`config.mk`:
```
export PLATFORM = sky130hd
export DESIGN_NAME = m68k_bus_slave_flat
export DESIGN_NICKNAME = d
export VERILOG_FILES = /design/src/rtl/m68k_bus_pkg.sv /design/src/rtl/m68k_bus_slave_if.sv /design/src/rtl/m68k_sync.sv /design/src/rtl/m68k_bus_slave.sv /design/src/flat_wrapper.sv
export SDC_FILE = /design/constraint.sdc
export NUM_CORES = 1
export LEC_CHECK = 0
export ABC_AREA = 1
export BUFFER_PORTS_ARGS = -buffer_cell sky130_fd_sc_hd__buf_2
export CAP_MARGIN = 20
export CORE_ASPECT_RATIO = 0.9
export CORE_MARGIN = 1.5
export CORE_UTILIZATION = 48
export CTS_BUF_LIST = sky130_fd_sc_hd__clkbuf_8 sky130_fd_sc_hd__clkbuf_16
export CTS_CLUSTER_SIZE = 40
export DETAILED_ROUTE_END_ITERATION = 7
export PLACE_DENSITY_LB_ADDON = 0.1
export RECOVER_POWER = 25
export SETUP_SLACK_MARGIN = 0.2
export SYNTH_ARGS = -nofsm -noshare
export SYNTH_HDL_FRONTEND = slang
export SYNTH_SLANG_ARGS = --single-unit
```
`constraint.sdc`:
```
create_clock -name C100 -period 1.71 [get_ports C100]
set_input_delay 0.342 -clock C100 [delete_from_list [all_inputs] [get_ports C100]]
set_output_delay 0.342 -clock C100 [all_outputs]
set_load 0.05 [all_outputs]
```
`src/rtl/m68k_bus_pkg.sv`:
```
// Shared types and constants for the 68010 bus-slave front end.
package m68k_bus_pkg;

  // Bus-cycle controller states.
  typedef enum logic [1:0] {
    IDLE   = 2'd0,
    REQ    = 2'd1,
    DONE   = 2'd2,
    IGNORE = 2'd3
  } state_e;

  // Function code of an interrupt-acknowledge cycle; these are answered via VPA elsewhere.
  localparam logic [2:0] FC_IACK = 3'b111;

  // Default number of C100 cycles a request may wait for mem_ack before BERR.
  localparam int TIMEOUT_DEFAULT = 255;

  // Width of the timeout counter; limits TIMEOUT to at most 256.
  localparam int CNT_W = 8;

  // Active-high {upper, lower} byte enables from the synchronized active-low strobes.
  function automatic logic [1:0] byte_enables(input logic uds_s, input logic lds_s);
    return {~uds_s, ~lds_s};
  endfunction

endpackage

```
`src/rtl/m68k_bus_slave_if.sv`:
```
// CPU pin side and memory-request side of the bus slave, bundled together.
interface m68k_bus_slave_if;

  // CPU pins
  logic        as_n;
  logic        rw_n;
  logic        uds_n;
  logic        lds_n;
  logic [2:0]  fc;
  logic [22:0] addr;
  logic [15:0] d_in;
  logic [15:0] d_out;
  logic        d_oe;
  logic        dtack_n;
  logic        berr_n;

  // Memory request channel
  logic        mem_req;
  logic        mem_we;
  logic [22:0] mem_addr;
  logic [1:0]  mem_be;
  logic [2:0]  mem_fc;
  logic [15:0] mem_wdata;
  logic [15:0] mem_rdata;
  logic        mem_ack;

  // The slave answers the CPU and issues requests to memory.
  modport slave (
    input  as_n, rw_n, uds_n, lds_n, fc, addr, d_in,
    output d_out, d_oe, dtack_n, berr_n,
    output mem_req, mem_we, mem_addr, mem_be, mem_fc, mem_wdata,
    input  mem_rdata, mem_ack
  );

  // The master drives the CPU pins and plays the memory controller.
  modport master (
    output as_n, rw_n, uds_n, lds_n, fc, addr, d_in,
    input  d_out, d_oe, dtack_n, berr_n,
    input  mem_req, mem_we, mem_addr, mem_be, mem_fc, mem_wdata,
    output mem_rdata, mem_ack
  );

endinterface

```
`src/rtl/m68k_sync.sv`:
```
// Two-flop synchronizer for active-low CPU strobes; resets to the negated (1) level.
module m68k_sync #(
  parameter int WIDTH = 1
) (
  input  logic             C100,
  input  logic             reset,
  input  logic [WIDTH-1:0] d,
  output logic [WIDTH-1:0] q
);

  logic [WIDTH-1:0] meta_q, meta_d;
  logic [WIDTH-1:0] sync_q, sync_d;

  // Shift the asynchronous input through the two stages.
  always_comb begin
    meta_d = d;
    sync_d = meta_q;
  end

  // Stage registers; reset puts every strobe in its inactive state.
  always_ff @(posedge C100) begin
    if (reset) begin
      meta_q <= '1;
      sync_q <= '1;
    end else begin
      meta_q <= meta_d;
      sync_q <= sync_d;
    end
  end

  assign q = sync_q;

endmodule

```
`src/rtl/m68k_bus_slave.sv`:
```
// 68010 asynchronous bus cycles in, single valid/ack memory requests out.
//
// state  | meaning
// -------+---------------------------------------------------------------
// IDLE   | no cycle in progress; waiting for AS with a data strobe
// REQ    | mem_req held high, waiting for mem_ack or the timeout
// DONE   | DTACK or BERR (plus read data) held until AS is negated
// IGNORE | interrupt-acknowledge cycle; waiting for AS to be negated
module m68k_bus_slave
  import m68k_bus_pkg::*;
#(
  parameter int TIMEOUT = TIMEOUT_DEFAULT
) (
  input  logic             C100,
  input  logic             reset,
  m68k_bus_slave_if.slave  bus
);

  localparam logic [CNT_W-1:0] CNT_LAST = CNT_W'(TIMEOUT - 1);

  logic as_s, uds_s, lds_s, rw_s;

  state_e           state_q,     state_d;
  logic             mem_req_q,   mem_req_d;
  logic             mem_we_q,    mem_we_d;
  logic [1:0]       mem_be_q,    mem_be_d;
  logic [22:0]      mem_addr_q,  mem_addr_d;
  logic [2:0]       mem_fc_q,    mem_fc_d;
  logic [15:0]      mem_wdata_q, mem_wdata_d;
  logic [15:0]      d_out_q,     d_out_d;
  logic             d_oe_q,      d_oe_d;
  logic             dtack_n_q,   dtack_n_d;
  logic             berr_n_q,    berr_n_d;
  logic [CNT_W-1:0] cnt_q,       cnt_d;

  // Address, fc and write data are sampled raw; only the strobes need synchronizing.
  m68k_sync #(
    .WIDTH (4)
  ) u_sync (
    .C100  (C100),
    .reset (reset),
    .d     ({bus.as_n, bus.uds_n, bus.lds_n, bus.rw_n}),
    .q     ({as_s, uds_s, lds_s, rw_s})
  );

  // Next-state and output decisions for one bus cycle.
  always_comb begin
    state_d     = state_q;
    mem_req_d   = mem_req_q;
    mem_we_d    = mem_we_q;
    mem_be_d    = mem_be_q;
    mem_addr_d  = mem_addr_q;
    mem_fc_d    = mem_fc_q;
    mem_wdata_d = mem_wdata_q;
    d_out_d     = d_out_q;
    d_oe_d      = d_oe_q;
    dtack_n_d   = dtack_n_q;
    berr_n_d    = berr_n_q;
    cnt_d       = cnt_q;

    case (state_q)
      IDLE: begin
        if (!as_s) begin
          if (bus.fc == FC_IACK) begin
            state_d = IGNORE;
          end else if (!uds_s || !lds_s) begin
            mem_addr_d  = bus.addr;
            mem_fc_d    = bus.fc;
            mem_we_d    = ~rw_s;
            mem_be_d    = byte_enables(uds_s, lds_s);
            mem_wdata_d = bus.d_in;
            mem_req_d   = 1'b1;
            cnt_d       = '0;
            state_d     = REQ;
          end
          // AS low without a data strobe is the address-only phase: keep waiting.
        end
      end

      REQ: begin
        if (bus.mem_ack) begin
          mem_req_d = 1'b0;
          if (!mem_we_q) begin
            d_out_d = bus.mem_rdata;
          end
          d_oe_d    = ~mem_we_q;
          dtack_n_d = 1'b0;
          state_d   = DONE;
        end else if (cnt_q == CNT_LAST) begin
          // Request is dropped for good; a late mem_ack falls outside REQ and is ignored.
          mem_req_d = 1'b0;
          berr_n_d  = 1'b0;
          state_d   = DONE;
        end else begin
          cnt_d = cnt_q + CNT_W'(1);
        end
      end

      DONE: begin
        if (as_s) begin
          dtack_n_d = 1'b1;
          berr_n_d  = 1'b1;
          d_oe_d    = 1'b0;
          state_d   = IDLE;
        end
      end

      IGNORE: begin
        if (as_s) begin
          state_d = IDLE;
        end
      end

      default: begin
        state_d = IDLE;
      end
    endcase
  end

  // Controller registers; reset abandons any request in flight.
  always_ff @(posedge C100) begin
    if (reset) begin
      state_q     <= IDLE;
      mem_req_q   <= 1'b0;
      mem_we_q    <= 1'b0;
      mem_be_q    <= 2'b00;
      mem_addr_q  <= '0;
      mem_fc_q    <= '0;
      mem_wdata_q <= '0;
      d_out_q     <= '0;
      d_oe_q      <= 1'b0;
      dtack_n_q   <= 1'b1;
      berr_n_q    <= 1'b1;
      cnt_q       <= '0;
    end else begin
      state_q     <= state_d;
      mem_req_q   <= mem_req_d;
      mem_we_q    <= mem_we_d;
      mem_be_q    <= mem_be_d;
      mem_addr_q  <= mem_addr_d;
      mem_fc_q    <= mem_fc_d;
      mem_wdata_q <= mem_wdata_d;
      d_out_q     <= d_out_d;
      d_oe_q      <= d_oe_d;
      dtack_n_q   <= dtack_n_d;
      berr_n_q    <= berr_n_d;
      cnt_q       <= cnt_d;
    end
  end

  assign bus.mem_req   = mem_req_q;
  assign bus.mem_we    = mem_we_q;
  assign bus.mem_be    = mem_be_q;
  assign bus.mem_addr  = mem_addr_q;
  assign bus.mem_fc    = mem_fc_q;
  assign bus.mem_wdata = mem_wdata_q;
  assign bus.d_out     = d_out_q;
  assign bus.d_oe      = d_oe_q;
  assign bus.dtack_n   = dtack_n_q;
  assign bus.berr_n    = berr_n_q;

endmodule

```
`src/flat_wrapper.sv`:
```
// flat-port wrapper written by rule: the top's interface ports become plain ports
module m68k_bus_slave_flat import m68k_bus_pkg::*;
#(
  parameter int TIMEOUT = TIMEOUT_DEFAULT
)
  (C100, reset, bus_as_n, bus_rw_n, bus_uds_n, bus_lds_n, bus_fc, bus_addr, bus_d_in, bus_d_out, bus_d_oe, bus_dtack_n, bus_berr_n, bus_mem_req, bus_mem_we, bus_mem_addr, bus_mem_be, bus_mem_fc, bus_mem_wdata, bus_mem_rdata, bus_mem_ack);
  m68k_bus_slave_if bus_i ();
  input  logic C100;
  input  logic reset;
  input wire logic [$bits(bus_i.as_n)-1:0] bus_as_n;
  input wire logic [$bits(bus_i.rw_n)-1:0] bus_rw_n;
  input wire logic [$bits(bus_i.uds_n)-1:0] bus_uds_n;
  input wire logic [$bits(bus_i.lds_n)-1:0] bus_lds_n;
  input wire logic [$bits(bus_i.fc)-1:0] bus_fc;
  input wire logic [$bits(bus_i.addr)-1:0] bus_addr;
  input wire logic [$bits(bus_i.d_in)-1:0] bus_d_in;
  output wire logic [$bits(bus_i.d_out)-1:0] bus_d_out;
  output wire logic [$bits(bus_i.d_oe)-1:0] bus_d_oe;
  output wire logic [$bits(bus_i.dtack_n)-1:0] bus_dtack_n;
  output wire logic [$bits(bus_i.berr_n)-1:0] bus_berr_n;
  output wire logic [$bits(bus_i.mem_req)-1:0] bus_mem_req;
  output wire logic [$bits(bus_i.mem_we)-1:0] bus_mem_we;
  output wire logic [$bits(bus_i.mem_addr)-1:0] bus_mem_addr;
  output wire logic [$bits(bus_i.mem_be)-1:0] bus_mem_be;
  output wire logic [$bits(bus_i.mem_fc)-1:0] bus_mem_fc;
  output wire logic [$bits(bus_i.mem_wdata)-1:0] bus_mem_wdata;
  input wire logic [$bits(bus_i.mem_rdata)-1:0] bus_mem_rdata;
  input wire logic [$bits(bus_i.mem_ack)-1:0] bus_mem_ack;
  assign bus_i.as_n = bus_as_n;
  assign bus_i.rw_n = bus_rw_n;
  assign bus_i.uds_n = bus_uds_n;
  assign bus_i.lds_n = bus_lds_n;
  assign bus_i.fc = bus_fc;
  assign bus_i.addr = bus_addr;
  assign bus_i.d_in = bus_d_in;
  assign bus_d_out = bus_i.d_out;
  assign bus_d_oe = bus_i.d_oe;
  assign bus_dtack_n = bus_i.dtack_n;
  assign bus_berr_n = bus_i.berr_n;
  assign bus_mem_req = bus_i.mem_req;
  assign bus_mem_we = bus_i.mem_we;
  assign bus_mem_addr = bus_i.mem_addr;
  assign bus_mem_be = bus_i.mem_be;
  assign bus_mem_fc = bus_i.mem_fc;
  assign bus_mem_wdata = bus_i.mem_wdata;
  assign bus_i.mem_rdata = bus_mem_rdata;
  assign bus_i.mem_ack = bus_mem_ack;
  m68k_bus_slave #(.TIMEOUT(TIMEOUT)) u_core (.C100(C100), .reset(reset), .bus(bus_i));
endmodule
```
==> results of run 1 <==
==> sequential cells by signal (all words and copies together) (netlist names) <==
signal                cells
u_core.cnt_q              8
u_core.bus.mem_req        1
u_core.u_sync.q           4
u_core.bus.mem_fc         3
u_core.bus.d_out         16
u_core.bus.dtack_n        1
u_core.state_q            2
u_core.bus.mem_wdata     16
u_core.bus.mem_we         1
u_core.bus.mem_addr      23
u_core.bus.d_oe           1
u_core.bus.berr_n         1
u_core.u_sync.meta_q      4
u_core.bus.mem_be         2
==> worst reg2reg max path: stages (launching register included) <==
cell and delay (ns):
dfxtp_2 0.35, inv_1 0.10, ha_1 0.15, inv_1 0.04, nor2_2 0.17, nand3_2 0.13
buf_4 0.18, nand3_1 0.08, nand2_1 0.05, nor2_1 0.11
==> metrics by stage <==
step,setup slack (ns),area [um2]
finish,0.2283,4164
global route,0.1550,4164
CTS,0.2193,4167
detailed placement,0.2275,4006
global placement,0.2712,4006
floorplan,0.4323,3264
==> cells in the mapped netlist <==
library cell,count,area share [%]
nor3_1,43,6.6
buf_6,4,1.4
buf_2,4,0.61
inv_1,18,2.1
nand4_1,3,0.57
nand2_1,40,4.6
inv_2,2,0.23
a21boi_1,1,0.23
xnor2_1,1,0.27
nand2_4,2,0.69
nor2_1,94,11
nand3_1,20,3.1
clkbuf_1,15,1.7
ha_1,2,0.77
o21ai_1,31,4.8
nor2_2,2,0.38
dfxtp_1,83,51
or2_2,8,1.5
nor2_4,2,0.69
buf_4,2,0.46
o21ai_0,32,4.9
nor2_8,1,0.61
a21oi_1,12,1.8
nand3_2,1,0.31
==> where the power goes <==
group | leakage [nW] | internal (mW) | switching [mW]
clock network | 0.0837 | 0.508 | 0.666
logic | 1.25 | 0.137 | 0.303
registers | 0.674 | 1.98 | 0.0250
==> layout make-up <==
cell class | instances | share of cell area [%]
flip-flops and latches | 83 | 40.02
multi-input cells | 295 | 33.83
repair buffers | 141 | 17.79
clock buffers | 9 | 2.975
well taps | 90 | 2.704
inverters | 20 | 1.803
clock inverters | 6 | 0.8714
==> logic make-up after synthesis <==
logic type,Yosys count,share of synthesized area (%)
xor gates and xnor gates,1,0.2684
and+or+nand+nor,216,29.86
buffers and inverters,45,6.477
adders and majority gates,2,0.7665
DFF,83,50.90
AOI/OAI and AO/OA,76,11.73
==> layout by cell type, fill, tap and decap left out, drive strengths merged, types with 3 or more instances in the layout <==
| cell type | instances |
|---|---|
| or2 | 8 |
| dfxtp | 83 |
| nor2 | 99 |
| a21oi | 12 |
| buf | 136 |
| nand4 | 3 |
| inv | 22 |
| o21ai | 63 |
| nand2 | 42 |
| nand3 | 21 |
| nor3 | 43 |
| clkbuf | 14 |
==> worst paths after layout <==
check | start | to | slack [ns]
max | u_core.bus.mem_wdata[8]$_SDFFE_PP0P_ | bus_mem_wdata[8] | 0.23
min | bus_rw_n | u_core.u_sync.meta_q[0]$_SDFF_PP1_ | 0.17
max reg2reg | u_core.cnt_q[0]$_SDFFE_PP0P_ | u_core.cnt_q[5]$_SDFFE_PP0P_ | 0.30
min reg2reg | u_core.u_sync.q[0]$_SDFF_PP1_ | u_core.bus.mem_we$_SDFFE_PP0P_ | 0.41
==> routing by layer <==
metal	track usage [%]	part of all wire (%)
met1	26.38	47
met2	36.11	45
met3	8.240	8.1
met4	5.714	0.45
met5	0	0
==> repair_timing <==
item / in CTS / in global routing
hold buffers: 0 / 0
endpoints found under the setup margin: 0 / 18
resized for setup: 0 / 7
==> flow_summary_export.csv, run 1 <==
group,metric,value,unit
cts,cts_tree,"done",
die,fp.coreArea,0.006586,mm2
place,globalplace.congestion,0.8154,
timing,fmax,0.6749,GHz
critical_path,critPathKind,"flop to output pin",
yosys,synth_warnings,0,
drt,vias_per_cell,4.873,
drt,dr.pass1.iters,4,
timing,drv_slew,0,
critical_path,critical_path.top_delay_family,"buffers and inverters",
place,port_buffers,129,
cts,htreeDepth,3,
timing,tightest_slew,0.7649,ns
cells_and_area,nets,617,
critical_path,critPathLaunchType,"flop",
grt,grt_max_degree,44,
critical_path,endpoint_kind,"output pin",
cells_and_area,num-fill-cells,646,
yosys,ys_ff_latch,83,
cells_and_area,n_antenna_cell,0,
cts,postCtsSetupBuffers,0,
critical_path,reg2reg_depth,9,
grt,grt_pass1_vias,2848,
die,die_y,81.24,um
critical_path,path_cells,"clkbuf_1",
yosys,syn_area,0.003264,mm2
yosys,netlist_instances,423,
critical_path,cp.arrival,1.14,ns
worst_hold_path,hold_path_depth,2,
drt,wirelength,7786,um
cts,clock_path_buffers,2,
yosys,syn_avg_cell_area,7.717,um2
cells_and_area,multiInputGateArea,0.001409,mm2
cts,path_clk_slew,0.08,ns
outcome,status,"finished clean",
timing,rsz0062_at_grt,"no",
die,row_count,28,
die,pin_count,130,
timing,setup_viol,0,
job,maxCapViolations,0,
power_and_ir_drop,ir_drop,0.5936,mV
timing,fin_worst_skew,0.009181,ns
grt,track_usage,21.58,%
die,die_w,89.93,um
cts,insertion_delay,0.34,ns
yosys,synth_cell_types,24,
cts,cts.sinks,83,
grt,globalRouteOverflowTotal,0,
drt,vias,3138,
grt,antenna_found_initial,0,
timing,period_share,86.65,%
critical_path,cpMaxStageDelayCell,"clkbuf_1",
timing,slew_headroom,49.00,%
power_and_ir_drop,power_density,869.6,mW/mm2
cells_and_area,final_util,63.22,%
drt,drtIter0Drc,183,
timing,min_period,1.482,ns
cells_and_area,drive_gt1_share,31.41,%
cts,root_buffer,"clkbuf_8",
yosys,syn-num-nets,490,
drt,wire_per_inst,12.09,um
cells_and_area,layout.cells.non_filler,644,
die,dieArea,0.007305,mm2
critical_path,crit_path_max_fanout,2,
critical_path,crit_path_max_incr_delay,0.46,ns
power_and_ir_drop,p_leak,2.007,nW
cts,cts_buffers,9,
cells_and_area,seq_area,0.001667,mm2
timing,fin_hold_ws,0.1747,ns
place,dp_hpwl,5304,um
worst_hold_path,hp-class,"primary input to flop",
critical_path,cp.depth,1,
cells_and_area,area_delta_synth_final,27.56,%
die,start_util,49.56,%
timing,final_hold_viol_count,0,
power_and_ir_drop,total_power,3.621,mW
timing,finalSetupTns,0,ns
place,placed_cells,629,
critical_path,critical_path_required,1.37,ns
critical_path,crit_buf_inv,1,
yosys,ys_seq_area_share,50.90,%
drt,ant_nets,0,
drt,drc_errors,0,
grt,grt_first_pass_wirelength,12700,um
(Power assumes the default switching activity.)
==> run 2, diff against run 1 <==
clock period = 1.4 ns   (was 1.71 ns; I/O delays follow)
==> run 2 against run 1 <==
Effect of this change: flip-flop and latch count is the same; global-route usage up 2.8 points; critical path type is now flop to flop; critical endpoint is now u_core.bus.mem_wdata[4]$_SDFFE_PP0P_; die area did not move; setup slack worse by 0.20 ns; cell count is 4.7% higher; hold slack worse by 0.068 ns; first-iteration DRC count rose by 15%.
==> flow_summary_export.csv, run 2 (synthesis results as in run 1) <==
group,metric,value,unit
grt,grt_pass1_vias,3160,
power_and_ir_drop,p_leak,2.232,nW
drt,drc_errors,0,
cells_and_area,final_area,0.005215,mm2
drt,dr.pass1.iters,4,
die,die_y,81.24,um
cts,cts_tree,"done",
die,start_util,49.56,%
worst_hold_path,hp-class,"primary input to flop",
place,port_buffers,129,
grt,grt_max_degree,47,
timing,fmax,0.7285,GHz
critical_path,critPathLaunchType,"flop",
cts,htreeDepth,3,
cells_and_area,n_antenna_cell,0,
cells_and_area,largest_register_ffs,23,
timing,final_hold_viol_count,0,
place,dp_hpwl,5366,um
cells_and_area,final_util,79.18,%
worst_hold_path,min_from,"bus_as_n",
cells_and_area,area_delta_synth_final,59.75,%
critical_path,critical_path_required,1.67,ns
critical_path,reg2reg_from,"u_core.state_q[0]$_SDFFE_PP0P_",
die,row_count,28,
power_and_ir_drop,power_density,898.6,mW/mm2
outcome,status,"finished clean",
timing,drv_slew,0,
cells_and_area,layout.cells.most_common,"nor2_1",
cells_and_area,num-fill-cells,469,
cells_and_area,multiInputGateArea,0.001752,mm2
grt,grt_first_pass_wirelength,14340,um
power_and_ir_drop,ir_drop,0.8104,mV
grt,globalRouteOverflowTotal,0,
timing,slew_headroom,77.18,%
critical_path,crit_path_max_fanout,5,
drt,wirelength,10080,um
critical_path,critPathKind,"flop to flop",
place,globalplace.congestion,0.8285,
timing,period_share,98.05,%
cts,cts.sinks,83,
cells_and_area,seq_area,0.001737,mm2
drt,vias,3462,
critical_path,endpoint_kind,"flop",
cts,clock_path_buffers,2,
die,die_w,89.93,um
die,dieArea,0.007305,mm2
critical_path,cp-startpoint,"u_core.state_q[0]$_SDFFE_PP0P_",
job,maxCapViolations,0,
cells_and_area,nets,646,
cts,root_buffer,"clkbuf_8",
timing,rsz0062_at_grt,"yes",
grt,track_usage,24.42,%
drt,wire_per_inst,14.95,um
drt,vias_per_cell,5.136,
place,postPlaceCellArea,0.004075,mm2
cells_and_area,drive_gt1_share,58.22,%
die,pin_count,130,
grt,antenna_found_initial,0,
drt,ant_nets,0,
die,fp.coreArea,0.006586,mm2
timing,tightest_slew,0.3419,ns
drt,drtIter0Drc,210,
cells_and_area,final_cell_mix,"88 x nor2_1, 64 x buf_2, 54 x o21ai_2",
timing,min_period,1.373,ns
cts,path_clk_slew,0.09,ns
cts,cts_buffers,9,
cts,insertion_delay,0.34,ns
timing,setup_viol,0,
critical_path,cp.arrival,1.64,ns
timing,fin_worst_skew,0.009651,ns
run 2: cell types whose count changed in the layout (fill, tap and decap cells not counted), moves of 7 or more:
cell	previous run	this run
o21ai_1	15	2
buf_4	9	25
o21ai_0	48	4
dfxtp_2	4	48
clkbuf_2	0	28
o21ai_2	0	54
nand2_1	40	32
nand2_2	0	7
buf_6	0	43
buf_2	126	64
dfxtp_1	79	31
run 2: where the power goes:
group	switching (mW)	total (mW)	internal [mW]
Sequential	0.0486	2.47	2.42
Clock	0.833	1.51	0.677
Combinational	0.437	0.706	0.269
run 2: timing repair:
item                       4_1_cts  5_1_grt
cloned                           3        5
setup endpoints to repair      138      122
pin swaps                        9       61
gates resized for setup         98      221
hold buffers                     0        0
setup buffers                    9        4
run 2: per-layer routing:
metal  up-vias  part of all wire (%)  track usage (%)
met1      1606                    42            29.91
met4         0                   1.8            9.683
met3        22                   6.5            7.210
met2       126                    50            40.99
met5         -                     0                0
li1       1708                     -                -
run 2: layout make-up:
| cell class | count | area share, % |
|---|---|---|
| sequential | 83 | 33.30 |
| clock inverter | 6 | 0.6478 |
| timing repair buffer | 170 | 26.03 |
| multi-input combinational | 295 | 33.59 |
| clock buffer | 10 | 2.639 |
| tap | 90 | 2.159 |
| inverter | 20 | 1.631 |
run 2: path summary, 6_finish.rpt:
| kind | slack, ns | endpoint | cells after the start |
|---|---|---|---|
| min reg2reg | 0.40 | u_core.bus.mem_we$_SDFFE_PP0P_ | 1 |
| max | 0.03 | u_core.bus.mem_wdata[4]$_SDFFE_PP0P_ | 7 |
| max reg2reg | 0.03 | u_core.bus.mem_wdata[4]$_SDFFE_PP0P_ | 7 |
| min | 0.11 | u_core.u_sync.meta_q[3]$_SDFF_PP1_ | 2 |
run 2: through the flow:
stage / TNS [ns] / total power [mW] / hold slack [ns] / cells / setup slack, ns
floorplan: 0 / 2.858 / 0.3754 / 423 / 0.1893
global placement: 0 / 3.049 / 0.3884 / 637 / 0.04096
detailed placement: 0 / 3.055 / 0.3928 / 637 / 0.01479
CTS: 0 / 4.609 / 0.09167 / 665 / 0.1446
global route: -0.1400 / 4.880 / 0.09290 / 674 / -0.02885
finish: 0 / 4.686 / 0.1072 / 674 / 0.02735
run 2: worst max-delay path, cell delays in order, from the launching register on:
cell,delay (ns)
dfxtp_4,0.38
nor2_4,0.14
nand2_4,0.09
nor2_4,0.17
buf_6,0.17
clkbuf_16,0.16
o21ai_2,0.06
nor2_1,0.13
==> run 3, diff against run 2 <==
CORE_UTILIZATION = 47   (was 48)
SYNTH_HIERARCHICAL = 1   (was not set)
==> run 3 against run 2 <==
Effect of this change: the run now ends with negative setup slack left; register-to-register slack got worse by 0.27 ns; design area rose by 3.8%; synthesized cell count fell by 4.3%; highest routed layer unchanged; sequential share of layout area fell by 1.1 points; die area fell by 2.7%; maximum frequency fell by 17%; critical path type unchanged; non-clock buffer count rose by 1; critical endpoint is now u_core/cnt_q[4]$_SDFFE_PP0P_; clock power rose by 39%.
==> flow_summary_export.csv, run 3 <==
group,metric,value,unit
yosys,synth_warnings,6,
outcome,violations,"negative setup slack",
yosys,postSynth.asyncResetShare,0,%
timing,final_hold_viol_count,0,
yosys,synth_top_area_cell,"dfxtp_1",
drt,wire_per_inst,21.52,um
cts,clock_path_buffers,2,
cells_and_area,largest_register_ffs,23,
yosys,netlist_instances,405,
timing,fmax,0.6082,GHz
grt,globalRouteOverflowTotal,0,
cts,cts_buffers,9,
drt,wirelength,14270,um
cts,htreeDepth,3,
cts,cts_tree,"done",
yosys,synth_cell_types,25,
cells_and_area,num-fill-cells,258,
cts,cts.sinks,83,
power_and_ir_drop,p_leak,2.461,nW
grt,grt_max_degree,68,
yosys,syn_area,0.003108,mm2
place,globalplace.congestion,0.9020,
timing,drv_slew,0,
drt,drtIter0Drc,565,
cts,root_buffer,"clkbuf_8",
cells_and_area,layout.cells.most_common,"nor2_1",
grt,grt_pass1_vias,2938,
grt,grt_first_pass_wirelength,13450,um
cells_and_area,nets,637,
timing,setup_viol,14,
timing,fin_worst_skew,0.01100,ns
drt,drc_errors,0,
critical_path,critical_path.top_delay_family,"compound AO/OA/AOI/OAI gates",
yosys,syn-num-nets,472,
critical_path,crit_path_max_fanout,3,
critical_path,crit_buf_inv,1,
grt,track_usage,24.89,%
timing,tightest_slew,0.4412,ns
cells_and_area,area_delta_synth_final,74.11,%
timing,fin_hold_ws,0.08583,ns
critical_path,cpMaxStageDelayCell,"dfxtp_4",
outcome,status,"finished, violations left",
critical_path,critPathKind,"flop to flop",
cells_and_area,final_util,86.59,%
critical_path,path_cells,"buf_4, ha_4, nand2_2, o21bai_1, o21ai_1, or2_0, a21oi_1",
timing,rsz0062_at_grt,"yes",
die,row_count,27,
drt,dr.pass1.iters,5,
die,die_y,80.15,um
drt,ant_nets,0,
power_and_ir_drop,ir_drop,0.8880,mV
die,pin_count,130,
timing,period_share,117.4,%
place,port_buffers,129,
die,fp.coreArea,0.006250,mm2
worst_hold_path,hp-class,"primary input to flop",
drt,vias,3835,
timing,fin_ws,-0.2442,ns
cells_and_area,drive_gt1_share,57.74,%
critical_path,endpoint_kind,"flop",
cts,hold_buffers,0,
yosys,ys_ff_latch,83,
place,dp_hpwl,5289,um
die,dieArea,0.007110,mm2
drt,vias_per_cell,5.784,
yosys,synth_top_area_share,53.46,%
critical_path,critical_path_required,1.69,ns
yosys,synth_most_common_cell,"nor2_1",
cells_and_area,final_cell_mix,"103 x nor2_1, 64 x buf_2, 45 x o21ai_2",
yosys,synth_edf_count,0,
critical_path,cp.arrival,1.93,ns
place,pre_cts_slack,0.01538,ns
timing,slew_headroom,70.59,%
die,die_w,88.72,um
yosys,synth_area_leaders,"dfxtp_1 53%, nor2_1 15%, o21ai_0 11%, nand2_1 4.5%, inv_1 3.4%",
critical_path,crit_path_max_incr_delay,0.39,ns
job,maxCapViolations,0,
cts,path_clk_slew,0.09,ns
cts,insertion_delay,0.37,ns
timing,finalSetupTns,-0.8507,ns
yosys,yosys-top-cells-count,"128 x nor2_1, 83 x dfxtp_1, 68 x o21ai_0",
timing,min_period,1.644,ns
power_and_ir_drop,power_density,1347,mW/mm2
die,start_util,49.73,%
yosys,ys_seq_area_share,53.46,%
grt,antenna_found_initial,1,
yosys,syn_avg_cell_area,7.674,um2
yosys,synth-main-ff-cell,"dfxtp_1",
critical_path,critPathLaunchType,"flop",
run 3: cell types whose count changed in the layout (fill, tap and decap cells not counted), moves of 4 or more:
cell	delta
o21ai_2	-9
nor2_1	+15
buf_6	-17
inv_1	+14
nor2_4	+11
o21ai_1	+16
nand3_1	-10
dfxtp_1	+5
dfxtp_4	+4
nor2_2	+8
or2_2	-8
nor3_1	-43
buf_8	+12
dfxtp_2	-9
run 3: routing by layer:
metal	GRT usage [%]	up-vias	wire length, um
li1	-	1624	-
met1	28.21	1774	5039
met2	43.33	337	6849
met3	7.914	100	1575
met4	9.219	0	800
met5	0	-	0
run 3: tightest hold or removal path, stage by stage:
cell and delay [ns]:
buf_2 0.07, inv_1 0.03, nand2_1 0.04
run 3: per-stage QoR:
| stage | instances | total power, mW | cell area (um2) |
|---|---|---|---|
| after floorplan | 405 | 3.979 | 3128 |
| after global placement | 616 | 4.405 | 3910 |
| after detailed placement | 616 | 4.431 | 3910 |
| after CTS | 646 | 6.741 | 4713 |
| after global routing | 663 | 7.508 | 5411 |
| final | 663 | 7.288 | 5411 |
run 3: cell type report:
| type | count | area [um2] | area share, % |
|---|---|---|---|
| flip-flops and latches | 83 | 1740 | 32.16 |
| repair buffers | 171 | 1521 | 28.12 |
| inverters | 31 | 141.4 | 2.613 |
| well taps | 87 | 108.9 | 2.012 |
| repair inverters | 2 | 20.02 | 0.3699 |
| clock buffers | 9 | 123.9 | 2.289 |
| multi-input cells | 272 | 1635 | 30.22 |
| diodes | 1 | 2.502 | 0.04624 |
| clock inverters | 7 | 117.6 | 2.173 |
run 3: worst paths after layout:
check	start	end	slack, ns	depth (start not counted)
worst max-delay path	u_core/cnt_q[1]$_SDFFE_PP0P_	u_core/cnt_q[4]$_SDFFE_PP0P_	-0.24	7
worst min-delay path	bus_uds_n	u_core/u_sync/meta_q[2]$_SDFF_PP1_	0.09	3
worst max register to register	u_core/cnt_q[1]$_SDFFE_PP0P_	u_core/cnt_q[4]$_SDFFE_PP0P_	-0.24	7
worst min register to register	u_core/u_sync/meta_q[1]$_SDFF_PP1_	u_core/u_sync/q[1]$_SDFF_PP1_	0.42	2
run 3: logic make-up (layout without fill, tap and decap cells):
logic type / after synthesis / after routing / share of synthesized area (%)
fa+ha+maj: 2 / 2 / 0.8050
simple gates: 184 / 184 / 24.84
buf+inv: 50 / 220 / 6.924
flops: 83 / 83 / 53.46
other cells: 0 / 1 / 0
compound gates: 86 / 86 / 13.97
run 3: repair_timing:
| item | in CTS | in global routing |
|---|---|---|
| hold endpoints to repair | 0 | 0 |
| endpoints found under the setup margin | 137 | 131 |
| gates resized for setup | 154 | 226 |
| pin swaps | 4 | 35 |
| buffers inserted | 10 | 6 |
| cloned | 4 | 10 |
run 3: power by group:
group | internal [mW] | switching, mW
Combinational | 0.832 | 1.59
Clock | 1.19 | 0.907
Sequential | 2.59 | 0.174
